<file path="src/rtl/spi_slave_if.sv">
// SPI responder bus: serial pins towards the master plus the parallel
// tx/rx side towards the local host logic.
interface spi_slave_if #(
  parameter int reg_width = 16,
  parameter int cnt_w     = 5
);
  logic                 spi_clk;
  logic                 cs;
  logic                 mosi;
  logic                 miso;
  logic [reg_width-1:0] tx_data;
  logic                 tx_load;
  logic                 tx_ready;
  logic [reg_width-1:0] data_out;
  logic                 rx_valid;
  logic [cnt_w-1:0]     rx_bits;

  // Driver side: SPI master pins and the host that feeds tx / consumes rx.
  modport master (
    output spi_clk, cs, mosi, tx_data, tx_load,
    input  miso, tx_ready, data_out, rx_valid, rx_bits
  );

  // Responder side: the spi_slave block itself.
  modport slave (
    input  spi_clk, cs, mosi, tx_data, tx_load,
    output miso, tx_ready, data_out, rx_valid, rx_bits
  );
endinterface

</file>
<file path="src/rtl/spi_slave.sv">
// SPI mode-0 responder, MSB first. All SPI pins are oversampled in the
// sys_clk domain; words are shifted out of tx_shift on miso while mosi is
// captured into rx_shift. Full and partial words are reported on data_out.
//
// state  | meaning
// -------+------------------------------------------------------------
// WAIT   | after reset; ignore any frame in flight until cs is seen high
// IDLE   | cs high, waiting for the falling edge that starts a frame
// ACTIVE | frame in progress; shift on spi_clk edges until cs rises
module spi_slave #(
  parameter int reg_width   = 16,
  parameter int sync_stages = 2,
  parameter int cnt_w       = 5
) (
  input  logic       sys_clk,
  input  logic       rst,
  spi_slave_if.slave bus
);

  typedef enum logic [1:0] {
    WAIT   = 2'd0,
    IDLE   = 2'd1,
    ACTIVE = 2'd2
  } state_t;

  localparam logic [cnt_w-1:0] last_cnt = cnt_w'(reg_width - 1);
  localparam logic [cnt_w-1:0] full_cnt = cnt_w'(reg_width);

  state_t state, state_nxt;

  logic [sync_stages-1:0] sclk_pipe;
  logic [sync_stages-1:0] cs_pipe;
  logic [sync_stages-1:0] mosi_pipe;
  logic                   sclk_d;
  logic                   cs_d;

  logic sclk_s;
  logic cs_s;
  logic mosi_s;
  logic sclk_rise;
  logic sclk_fall;
  logic cs_rise;
  logic cs_fall;

  logic start_frame;
  logic end_frame;
  logic bit_rise;
  logic bit_fall;
  logic miso_c;

  logic word_done;
  logic copy_req;
  logic load_ok;

  logic [reg_width-1:0] tx_shift;
  logic [reg_width-1:0] hold;
  logic                 tx_ready_q;
  logic                 skip_fall;

  logic [reg_width-1:0] rx_shift;
  logic [reg_width-1:0] rx_next;
  logic [cnt_w-1:0]     bit_cnt;
  logic [reg_width-1:0] data_out_q;
  logic [cnt_w-1:0]     rx_bits_q;
  logic                 rx_valid_q;

  // Bring the asynchronous SPI pins into sys_clk, plus one extra copy for edge detect.
  always_ff @(posedge sys_clk) begin
    if (rst) begin
      sclk_pipe <= '0;
      cs_pipe   <= '0;
      mosi_pipe <= '0;
      sclk_d    <= 1'b0;
      cs_d      <= 1'b0;
    end else begin
      sclk_pipe <= {sclk_pipe[sync_stages-2:0], bus.spi_clk};
      cs_pipe   <= {cs_pipe[sync_stages-2:0], bus.cs};
      mosi_pipe <= {mosi_pipe[sync_stages-2:0], bus.mosi};
      sclk_d    <= sclk_pipe[sync_stages-1];
      cs_d      <= cs_pipe[sync_stages-1];
    end
  end

  assign sclk_s    = sclk_pipe[sync_stages-1];
  assign cs_s      = cs_pipe[sync_stages-1];
  assign mosi_s    = mosi_pipe[sync_stages-1];
  assign sclk_rise = sclk_s & ~sclk_d;
  assign sclk_fall = ~sclk_s & sclk_d;
  assign cs_rise   = cs_s & ~cs_d;
  assign cs_fall   = ~cs_s & cs_d;

  // State register.
  always_ff @(posedge sys_clk) begin
    if (rst) begin
      state <= WAIT;
    end else begin
      state <= state_nxt;
    end
  end

  // Next-state decode from synchronized cs.
  always_comb begin
    state_nxt = state;
    case (state)
      WAIT:    if (cs_s)    state_nxt = IDLE;
      IDLE:    if (cs_fall) state_nxt = ACTIVE;
      ACTIVE:  if (cs_rise) state_nxt = IDLE;
      default: state_nxt = WAIT;
    endcase
  end

  // Per-state strobes and miso; a cs rise masks any spi_clk edge in the same cycle.
  always_comb begin
    start_frame = 1'b0;
    end_frame   = 1'b0;
    bit_rise    = 1'b0;
    bit_fall    = 1'b0;
    miso_c      = 1'b0;
    case (state)
      IDLE: begin
        start_frame = cs_fall;
      end
      ACTIVE: begin
        end_frame = cs_rise;
        bit_rise  = sclk_rise & ~cs_rise;
        bit_fall  = sclk_fall & ~cs_rise;
        miso_c    = tx_shift[reg_width-1];
      end
      default: ;
    endcase
  end

  assign word_done = bit_rise & (bit_cnt == last_cnt);
  assign copy_req  = start_frame | word_done;
  assign load_ok   = bus.tx_load & tx_ready_q;
  assign rx_next   = {rx_shift[reg_width-2:0], mosi_s};

  // Transmit side: holding register handshake, word reload and falling-edge shift.
  always_ff @(posedge sys_clk) begin
    if (rst) begin
      tx_shift   <= '0;
      hold       <= '0;
      tx_ready_q <= 1'b1;
      skip_fall  <= 1'b0;
    end else begin
      if (copy_req) begin
        // A load arriving in the copy cycle goes straight to the shifter,
        // so the holding register stays empty.
        if (!tx_ready_q) begin
          tx_shift <= hold;
        end else if (bus.tx_load) begin
          tx_shift <= bus.tx_data;
        end else begin
          tx_shift <= '0;
        end
        hold       <= '0;
        tx_ready_q <= 1'b1;
      end else begin
        if (load_ok) begin
          hold       <= bus.tx_data;
          tx_ready_q <= 1'b0;
        end
        if (bit_fall && !skip_fall) begin
          tx_shift <= {tx_shift[reg_width-2:0], 1'b0};
        end
      end

      // The falling edge right after a word reload must leave the new MSB on miso.
      if (copy_req) begin
        skip_fall <= word_done;
      end else if (bit_fall || end_frame) begin
        skip_fall <= 1'b0;
      end
    end
  end

  // Receive side: rising-edge capture, word/partial-word reporting.
  always_ff @(posedge sys_clk) begin
    if (rst) begin
      rx_shift   <= '0;
      bit_cnt    <= '0;
      data_out_q <= '0;
      rx_bits_q  <= '0;
      rx_valid_q <= 1'b0;
    end else begin
      rx_valid_q <= 1'b0;
      if (start_frame) begin
        rx_shift <= '0;
        bit_cnt  <= '0;
      end else if (end_frame) begin
        if (bit_cnt != '0) begin
          data_out_q <= rx_shift;
          rx_bits_q  <= bit_cnt;
          rx_valid_q <= 1'b1;
        end
      end else if (bit_rise) begin
        if (word_done) begin
          // Clear so a trailing partial word comes out right-justified with zero upper bits.
          rx_shift   <= '0;
          data_out_q <= rx_next;
          rx_bits_q  <= full_cnt;
          rx_valid_q <= 1'b1;
          bit_cnt    <= '0;
        end else begin
          rx_shift <= rx_next;
          bit_cnt  <= bit_cnt + 1'b1;
        end
      end
    end
  end

  assign bus.miso     = miso_c;
  assign bus.tx_ready = tx_ready_q;
  assign bus.data_out = data_out_q;
  assign bus.rx_valid = rx_valid_q;
  assign bus.rx_bits  = rx_bits_q;

endmodule

</file>
<file path="src/flat_wrapper.sv">
// flat-port wrapper written by rule: the top's interface ports become plain ports
module spi_slave_flat 
#(
  parameter int reg_width   = 16,
  parameter int sync_stages = 2,
  parameter int cnt_w       = 5
)
  (sys_clk, rst, bus_spi_clk, bus_cs, bus_mosi, bus_tx_data, bus_tx_load, bus_miso, bus_tx_ready, bus_data_out, bus_rx_valid, bus_rx_bits);
  spi_slave_if #(.reg_width(reg_width), .cnt_w(cnt_w)) bus_i ();
  input  logic sys_clk;
  input  logic rst;
  input wire logic [$bits(bus_i.spi_clk)-1:0] bus_spi_clk;
  input wire logic [$bits(bus_i.cs)-1:0] bus_cs;
  input wire logic [$bits(bus_i.mosi)-1:0] bus_mosi;
  input wire logic [$bits(bus_i.tx_data)-1:0] bus_tx_data;
  input wire logic [$bits(bus_i.tx_load)-1:0] bus_tx_load;
  output wire logic [$bits(bus_i.miso)-1:0] bus_miso;
  output wire logic [$bits(bus_i.tx_ready)-1:0] bus_tx_ready;
  output wire logic [$bits(bus_i.data_out)-1:0] bus_data_out;
  output wire logic [$bits(bus_i.rx_valid)-1:0] bus_rx_valid;
  output wire logic [$bits(bus_i.rx_bits)-1:0] bus_rx_bits;
  assign bus_i.spi_clk = bus_spi_clk;
  assign bus_i.cs = bus_cs;
  assign bus_i.mosi = bus_mosi;
  assign bus_i.tx_data = bus_tx_data;
  assign bus_i.tx_load = bus_tx_load;
  assign bus_miso = bus_i.miso;
  assign bus_tx_ready = bus_i.tx_ready;
  assign bus_data_out = bus_i.data_out;
  assign bus_rx_valid = bus_i.rx_valid;
  assign bus_rx_bits = bus_i.rx_bits;
  spi_slave #(.reg_width(reg_width), .sync_stages(sync_stages), .cnt_w(cnt_w)) u_core (.sys_clk(sys_clk), .rst(rst), .bus(bus_i));
endmodule
</file>
<file path="config.mk">
export PLATFORM = sky130hd
export DESIGN_NAME = spi_slave_flat
export DESIGN_NICKNAME = d
export VERILOG_FILES = /design/src/rtl/spi_slave_if.sv /design/src/rtl/spi_slave.sv /design/src/flat_wrapper.sv
export SDC_FILE = /design/constraint.sdc
export NUM_CORES = 1
export LEC_CHECK = 0
export ABC_AREA = 1
export BUFFER_PORTS_ARGS = -buffer_cell sky130_fd_sc_hd__buf_4
export CORE_MARGIN = 3
export CORE_UTILIZATION = 35
export DETAILED_ROUTE_END_ITERATION = 6
export PLACE_DENSITY_LB_ADDON = 0.08
export REMOVE_ABC_BUFFERS = 1
export SLEW_MARGIN = 10
export SYNTH_ARGS = -nofsm -noshare
export SYNTH_HDL_FRONTEND = slang
export SYNTH_SLANG_ARGS = --single-unit
</file>
<file path="constraint.sdc">
create_clock -name sys_clk -period 1.6 [get_ports sys_clk]
set_input_delay 0.08 -clock sys_clk [delete_from_list [all_inputs] [get_ports sys_clk]]
set_output_delay 0.08 -clock sys_clk [all_outputs]
set_load 0.01 [all_outputs]
</file>
Word-level counts from Yosys, hierarchy flattened
Index checks and enable logic that the tools add are counted.
Cells by class
  add/subtract/negate cells: 1
  mux-type cells: 29
  bitwise gates (word level): 16
  order comparisons: 0
  multipliers: 0
  equal/unequal tests: 7
  reduce and logical (&&, ||, !) cells: 14
  shift-type cells: 0
  divide/modulo/power cells: 0
Operators by type and width (number)
  $mux 16: 9
  $mux 5: 5
  $mux 1: 11
  $and 1x1->1: 8
  $reduce_bool 2->1: 4
  $not 1->1: 7
  $mux 2: 3
  $ne 2x1->1 const B: 3
  $pmux 2 s3: 1
  $add 5x1->5 const B: 1
  $eq 5x4->1 const B: 1
  $reduce_bool 5->1: 1
  $reduce_and 4->1: 1
  $reduce_or 2->1: 2
  $reduce_and 3->1: 1
  $eq 2x1->1 const B: 1
  $eq 2x2->1 const B: 1
  $logic_not 2->1: 1
  $ne 2x2->1 const B: 1
  $reduce_and 2->1: 1
  $logic_and 1x1->1: 1
  $logic_not 1->1: 1
  $logic_or 1x1->1: 1
  $or 1x1->1: 1
Storage, ports and cells
  memory bits (read-only): 0
  register bits after elaboration: 87
  RAM bits: 0
  logic and storage cells: 82
  bits in latches: 0
  memories kept: 0
  input bits: 22

Logic depth before layout (Yosys ltp)
Gate-level depths: netlist (run 1).
  depth after elaboration: 9
  gate-level depth with buffers: 11
  depth with buffers taken out: 10

Worst setup path before layout (run 1)
OpenSTA, ideal clock, no wires.
  path type: reg-to-reg
  start point: register u_core.bit_cnt[0]
  end point: register u_core.data_out_q[10], in the netlist u_core.bus.data_out[10]
  slack: -0.113 ns
  arrival time: 1.597 ns
  path buffers: 2
  cell stages (with the launch flop): 12
  required time: 1.484 ns
  setup time: 0.116 ns
  clock period less this slack: 1.713 ns
  cell sequence: dfxtp_1 -> ha_1 -> inv_1 -> nor3_1 -> ha_1 -> nand3_2 -> nand2_1 -> buf_6 -> inv_4 -> buf_6 -> nor2_1 -> nor2_1
On the way
  word-level cells in the longest chain between the ends: 4
  elaborated cells between the ends (all ways): 6
  those cells by class: eq/ne (2); bitwise (1); reduce/logical (3)
Ends and longest elaborated chain
  from (decl): line spi_slave.sv:62  | logic [cnt_w-1:0] bit_cnt;
  from (signal assigned): line spi_slave.sv:206  | bit_cnt <= bit_cnt + 1'b1;
  $eq 5x4->1: line spi_slave.sv:133  | assign word_done = bit_rise & (bit_cnt == last_cnt);
  $and 1x1->1: line spi_slave.sv:133
  $reduce_bool 2->1 (no source line)
  $reduce_and 4->1 (no source line) *
  to (signal assigned): line spi_slave.sv:192  | data_out_q <= rx_shift;
  to (signal assigned): line spi_slave.sv:200  | data_out_q <= rx_next;
  to (decl): line spi_slave.sv:63  | logic [reg_width-1:0] data_out_q;
Mark *: on every way between the ends. The rest lies on a longest branch, timed or not.
A chain may end at the register's enable or synchronous reset.

Worst setup path after layout (run 1)
  start point: register u_core.bit_cnt[1]
  end point: register u_core.rx_shift[1]
On the way
  word-level cells in the longest chain between the ends: 3
Ends and longest elaborated chain
  $eq 5x4->1: line spi_slave.sv:133
  $and 1x1->1: line spi_slave.sv:133
  $mux 16: line spi_slave.sv:197  | if (word_done) begin
  to (signal assigned): line spi_slave.sv:205  | rx_shift <= rx_next;
  to (decl): line spi_slave.sv:60  | logic [reg_width-1:0] rx_shift;
Every way passes these cells.

==> impl_metrics.env, run 1 <==
export IMPL_cap_violations=0
export IMPL_syn_inst=526
export IMPL_fill_cells=1065
export IMPL_clk_latency_ns=0.36
export IMPL_finalWorstSetupSlack_ns=-0.0623
export IMPL_layout_nets=627
export IMPL_crit_fanout=8
export IMPL_cts_sinks=87
export IMPL_async_flop_share_pct=0
export IMPL_worst_path_buf_inv=3
export IMPL_synth_commonest_cells="nand2_1 (142), dfxtp_1 (87), nor2_1 (86), inv_1 (51), o21ai_0 (33)"
export IMPL_synthesis_area_um2=3770
export IMPL_die_h_um=110
export IMPL_yosysTopAreaCellShare_pct=46.2
export IMPL_ys_warn_count=0
export IMPL_globalplace_congestion=0.799
export IMPL_place_ws_ns=-0.177
export IMPL_cp_num_cells=9
export IMPL_final_setup_viol_count=48
export IMPL_overflow=0
export IMPL_yosys_cell_count_top_type="nand2_1"
export IMPL_slowest_stage="dfxtp_2"
export IMPL_synth_enable_flop_cells=0
export IMPL_period_minus_slack_ns=1.66
export IMPL_die_x_um=110
export IMPL_grt_first_pass_wirelength_mm=15.3
export IMPL_start_util_pct=36.2
export IMPL_place_area_um2=4350
export IMPL_clk_pin_slew_ns=0.09
export IMPL_io_buffer_count=45
export IMPL_outcome="finished with violations"
export IMPL_violations="negative setup slack"
export IMPL_rsz0062_at_grt="yes"
export IMPL_post_drt_wl_per_cell_um=12.6
export IMPL_critPathMaxStageDelay_ns=0.36
export IMPL_critPathArrivalTime_ns=1.91
export IMPL_holdPathStages=3
export IMPL_clk_path_buf_depth=2
export IMPL_root_buffer="clkbuf_8"
export IMPL_required_ns=1.85
export IMPL_ys_seq_area_share_pct=46.2
export IMPL_finalCritPeriodShare_pct=104
export IMPL_skew_ns=0.0129
export IMPL_drv_slew=0
export IMPL_worstSetupPathType="reg2reg"
export IMPL_syn_to_final_growth_pct=29.3
export IMPL_grt_max_degree=40
export IMPL_syn_avg_cell_area_um2=7.16
export IMPL_antenna_cells=0
export IMPL_slew_headroom_pct=77.6
export IMPL_hpwlAfterDp_mm=5.97
export IMPL_hold_violations=0
export IMPL_antenna_found_initial=0
export IMPL_yosys_area_top_type="dfxtp_1"
export IMPL_cts_tree="done"
export IMPL_avgViaCountPerCell=4.58
export IMPL_cp_start_kind="flip-flop"
export IMPL_grtUsageMet1_pct=23.4
export IMPL_endpoint_kind="flip-flop"
export IMPL_numCtsBuffers=9
export IMPL_power_static_leakage_nw=2.26
export IMPL_use_met2_pct=24.2
export IMPL_gr_usage_all_layers_pct=16.4
export IMPL_ant_nets=0
export IMPL_die_area_um2=12000
export IMPL_synthFlopType="dfxtp_1"
export IMPL_drive_above_1_share_pct=20.8
export IMPL_rows=37
export IMPL_use_met3_pct=4.29
export IMPL_hold_path_class="in2reg"
export IMPL_netlist_top_cells_area="dfxtp_1 (46%), nand2_1 (14%), nor2_1 (8.6%)"
export IMPL_finish_instance_area_um2=4870
export IMPL_grt_pass1_vias=3126
export IMPL_htreeDepth=3
export IMPL_rrSetupSlack_ns=-0.06
export IMPL_cellPowerDensity_nw_per_um2=799
export IMPL_drtIter0Drc=159
export IMPL_max_freq_mhz=602
export IMPL_ir_drop_uv=427
export IMPL_dr_pass1_iters=4
export IMPL_tightest_slew_ns=0.335
export IMPL_reg2reg_depth=9
export IMPL_yosysUniqueCellTypes=28
export IMPL_vias=3399
export IMPL_totalWireLength_mm=9.32
export IMPL_grt_busiest_layer="met2"
export IMPL_crit_family="buffers and inverters"
export IMPL_core_area_um2=10400
export IMPL_crit_chain="ha_4, inv_2, nor3_2, ha_2, nand3_4, buf_8, nand2_4, clkbuf_16, a211oi_2"
export IMPL_ys_ff_latch=87
export IMPL_io_pins=46
export IMPL_drc=0
state kept, by name (all words and copies together), names as in the netlist, 2 cells and up:
name / cells
u_core.sclk_pipe: 2
u_core.bus.rx_bits: 5
u_core.cs_pipe: 2
u_core.rx_shift: 16
u_core.bit_cnt: 5
u_core.hold: 16
u_core.bus.data_out: 16
u_core.mosi_pipe: 2
u_core.tx_shift: 16
u_core.state: 2
per-layer routing:
metal	part of all wire (%)	wire [um]
met5	0	0
met1	52	4830
met3	4.4	407
met4	1.4	133
met2	42	3950
layout make-up:
type | count | area (um2) | share of cell area (%)
inverters | 59 | 224 | 4.60
multi-input cells | 353 | 1720 | 35.3
clock buffers | 12 | 145 | 2.98
flip-flops and latches | 87 | 1740 | 35.8
well taps | 136 | 170 | 3.49
clock inverters | 3 | 20.0 | 0.411
repair buffers | 92 | 848 | 17.4
cells by family (layout without fill, tap and decap cells):
group | after synthesis | in the layout | synth area share, %
buf+inv | 86 | 166 | 9.77
simple gates | 268 | 268 | 29.4
compound gates | 82 | 82 | 13.6
fa+ha+maj | 3 | 3 | 0.997
flops | 87 | 87 | 46.2
stage by stage:
step | TNS, ns | total power, mW | hold slack (ns) | std cells | utilization (%)
floorplan | -29.99 | 2.38 | 0.149 | 499 | -
global placement | -2.39 | 2.51 | 0.285 | 704 | 41.7
detailed placement | -6.57 | 2.51 | 0.293 | 704 | 41.7
CTS | -0.145 | 3.95 | 0.000389 | 737 | 45.7
global route | -8.58 | 4.07 | 0.0247 | 742 | 46.8
finish | -1.94 | 3.89 | 0.0214 | 742 | 46.8
repair_timing:
| action | CTS | global route |
|---|---|---|
| cloned | 1 | 2 |
| gates resized for setup | 13 | 18 |
| buffers inserted | 0 | 3 |
| pin swaps | 1 | 4 |
| hold endpoints to repair | 17 | 0 |
| setup endpoints to repair | 70 | 71 |
| hold buffers | 17 | 0 |
power by group:
group          internal (mW)  switching (mW)  total [mW]
registers               2.20          0.0222        2.22
logic                  0.132           0.156       0.288
clock network          0.598           0.784        1.38
layout by cell type (no fill, tap or decap), types with 13 or more instances in the layout:
cell type / Yosys / layout
a21oi_1: 27 / 27
buf_4: 2 / 65
dfxtp_1: 87 / 85
dlygate4sd3_1: 0 / 17
inv_1: 51 / 50
nand2_1: 142 / 138
nand3_1: 15 / 14
nor2_1: 86 / 86
o21ai_0: 33 / 25
o21ai_1: 5 / 13
path summary, 6_finish.rpt:
path                                        start                  to
worst max-delay path            u_core.bit_cnt[1]  u_core.rx_shift[1]
worst min-delay path              bus_tx_data[15]     u_core.hold[15]
worst max register to register  u_core.bit_cnt[1]  u_core.rx_shift[1]
worst min register to register  u_core.cs_pipe[0]   u_core.cs_pipe[1]
worst min-delay path: cells and delay by family:
family,cells,cell delay [ns]
AOI/OAI and AO/OA,1,0.07
and+or+nand+nor,1,0.09
buffers and inverters,1,0.10
No activity file was read; power rests on OpenSTA's default activity.
==> inputs of run 2 (changes only) <==
CELL_PAD_IN_SITES_DETAIL_PLACEMENT = 0   (was not set)
CELL_PAD_IN_SITES_GLOBAL_PLACEMENT = 1   (was not set)
HOLD_SLACK_MARGIN = 0.03   (was not set)
==> impl_metrics.env, run 2 (same netlist as run 1, synthesis figures left out) <==
export IMPL_antenna_found_initial=0
export IMPL_die_h_um=110
export IMPL_drtIter0Drc=159
export IMPL_place_area_um2=4340
export IMPL_ir_drop_uv=404
export IMPL_overflow=0
export IMPL_totalWireLength_mm=9.90
export IMPL_drv_slew=0
export IMPL_grt_pass1_vias=3139
export IMPL_crit_chain="ha_4, inv_4, nor3_4, ha_2, nand3_4, buf_12, buf_4, nand4_1, nand3_1, nand2_1, inv_1"
export IMPL_drive_above_1_share_pct=26.9
export IMPL_clk_pin_slew_ns=0.09
export IMPL_hpwlAfterDp_mm=6.25
export IMPL_endpoint_kind="flip-flop"
export IMPL_die_x_um=110
export IMPL_skew_ns=0.0103
export IMPL_finalCritPeriodShare_pct=102
export IMPL_crit_fanout=7
export IMPL_critPathArrivalTime_ns=1.89
export IMPL_clk_latency_ns=0.35
export IMPL_grt_max_degree=40
export IMPL_period_minus_slack_ns=1.64
export IMPL_reg2reg_depth=11
export IMPL_slowest_stage="dfxtp_2"
export IMPL_dr_pass1_iters=4
export IMPL_htreeDepth=3
export IMPL_outcome="finished with violations"
export IMPL_cap_violations=0
export IMPL_max_freq_mhz=610
export IMPL_die_area_um2=12000
export IMPL_post_drt_wl_per_cell_um=13.2
export IMPL_numCtsBuffers=9
export IMPL_critPathLaunch="u_core.bit_cnt[0]"
export IMPL_endpoint="u_core.tx_shift[2]"
export IMPL_violations="negative setup slack"
export IMPL_fin_hold_ws_ns=0.228
export IMPL_avgViaCountPerCell=4.67
export IMPL_final_setup_viol_count=15
export IMPL_layout_nets=634
export IMPL_ant_nets=0
export IMPL_finalPower_mw=4.16
export IMPL_final_common_cell="nand2_1"
export IMPL_io_pins=46
export IMPL_drc=0
export IMPL_rrSetupSlack_ns=-0.04
export IMPL_layout_common_cells="nand2_1 (132), nor2_1 (84), dfxtp_1 (83)"
export IMPL_hold_violations=0
export IMPL_rsz0062_at_grt="yes"
export IMPL_syn_to_final_growth_pct=38.3
export IMPL_globalplace_congestion=0.794
export IMPL_finish_instance_area_um2=5210
export IMPL_tightest_slew_ns=0.515
export IMPL_r2r_end="u_core.tx_shift[2]"
export IMPL_io_buffer_count=45
export IMPL_antenna_cells=0
export IMPL_root_buffer="clkbuf_8"
export IMPL_grt_first_pass_wirelength_mm=15.4
export IMPL_cellPowerDensity_nw_per_um2=799
export IMPL_power_static_leakage_nw=2.35
export IMPL_vias=3506
export IMPL_required_ns=1.86
export IMPL_gr_usage_all_layers_pct=16.2
export IMPL_cp_start_kind="flip-flop"
export IMPL_rows=37
export IMPL_slew_headroom_pct=65.6
export IMPL_finalWorstSetupSlack_ns=-0.0383
export IMPL_start_util_pct=36.2
export IMPL_critPathMaxStageDelay_ns=0.36
export IMPL_hold_path_class="in2reg"
export IMPL_cts_tree="done"
export IMPL_cts_sinks=87
export IMPL_core_area_um2=10400
export IMPL_r2r_start="u_core.bit_cnt[0]"
export IMPL_clk_path_buf_depth=2
export IMPL_worstSetupPathType="reg2reg"
[run 2: worst min path at each step]
stage               slack, ns                     to        start  cells after the start
floorplan                0.15  u_core.bus.rx_bits[0]          rst                      1
global placement         0.29    u_core.sclk_pipe[0]  bus_spi_clk                      3
detailed placement       0.29    u_core.sclk_pipe[0]  bus_spi_clk                      3
CTS                      0.21        u_core.hold[11]  bus_tx_load                      5
global route             0.26        u_core.hold[13]  bus_tx_load                      5
finish                   0.23        u_core.hold[15]  bus_tx_load                      5
[run 2: area by class of cell]
cell class,count,area (um2)
Fill cell,1047,5210
Sequential cell,87,1750
Clock buffer,11,151
Clock inverter,5,56.3
Tap cell,136,170
Timing Repair Buffer,98,935
Inverter,59,244
Multi-Input combinational cell,354,1910
[run 2: layer usage]
layer / routed length, um / GRT usage [%] / share of wire, % / vias to the layer above
met5: 0 / 0 / 0 / -
met4: 113 / 5.88 / 1.1 / 0
met3: 405 / 2.94 / 4.1 / 9
met2: 4340 / 24.1 / 44 / 57
met1: 5040 / 23.4 / 51 / 1618
li1: - / - / - / 1822
[run 2: critical path: cells and delay by family (launching register included)]
| kind | cells | cell delay [ns] |
|---|---|---|
| adders and majority gates | 2 | 0.37 |
| buffers and inverters | 4 | 0.39 |
| DFF | 1 | 0.36 |
| and+or+nand+nor | 5 | 0.42 |
[run 2: stage by stage]
stage | std cells | setup TNS, ns | utilization (%) | setup WS, ns
global route | 750 | -4.87 | 50.0 | -0.127
CTS | 743 | -0.0102 | 46.5 | -0.0102
floorplan | 499 | -29.99 | - | -0.637
global placement | 705 | -3.03 | 41.7 | -0.0966
finish | 750 | -0.199 | 50.0 | -0.0383
detailed placement | 705 | -5.44 | 41.7 | -0.152
[run 2: where the power goes]
| group | switching [mW] | internal, mW |
|---|---|---|
| clock network | 0.800 | 0.805 |
| registers | 0.0211 | 2.20 |
| logic | 0.180 | 0.155 |
[run 2: what timing repair did]
| item | CTS | global route |
|---|---|---|
| hold buffers | 21 | 0 |
| endpoints found under the setup margin | 65 | 71 |
| resized for setup | 15 | 62 |
| pin swaps | 1 | 6 |
| hold endpoints to repair | 25 | 0 |
| gates cloned | 1 | 5 |
| setup buffers | 0 | 2 |
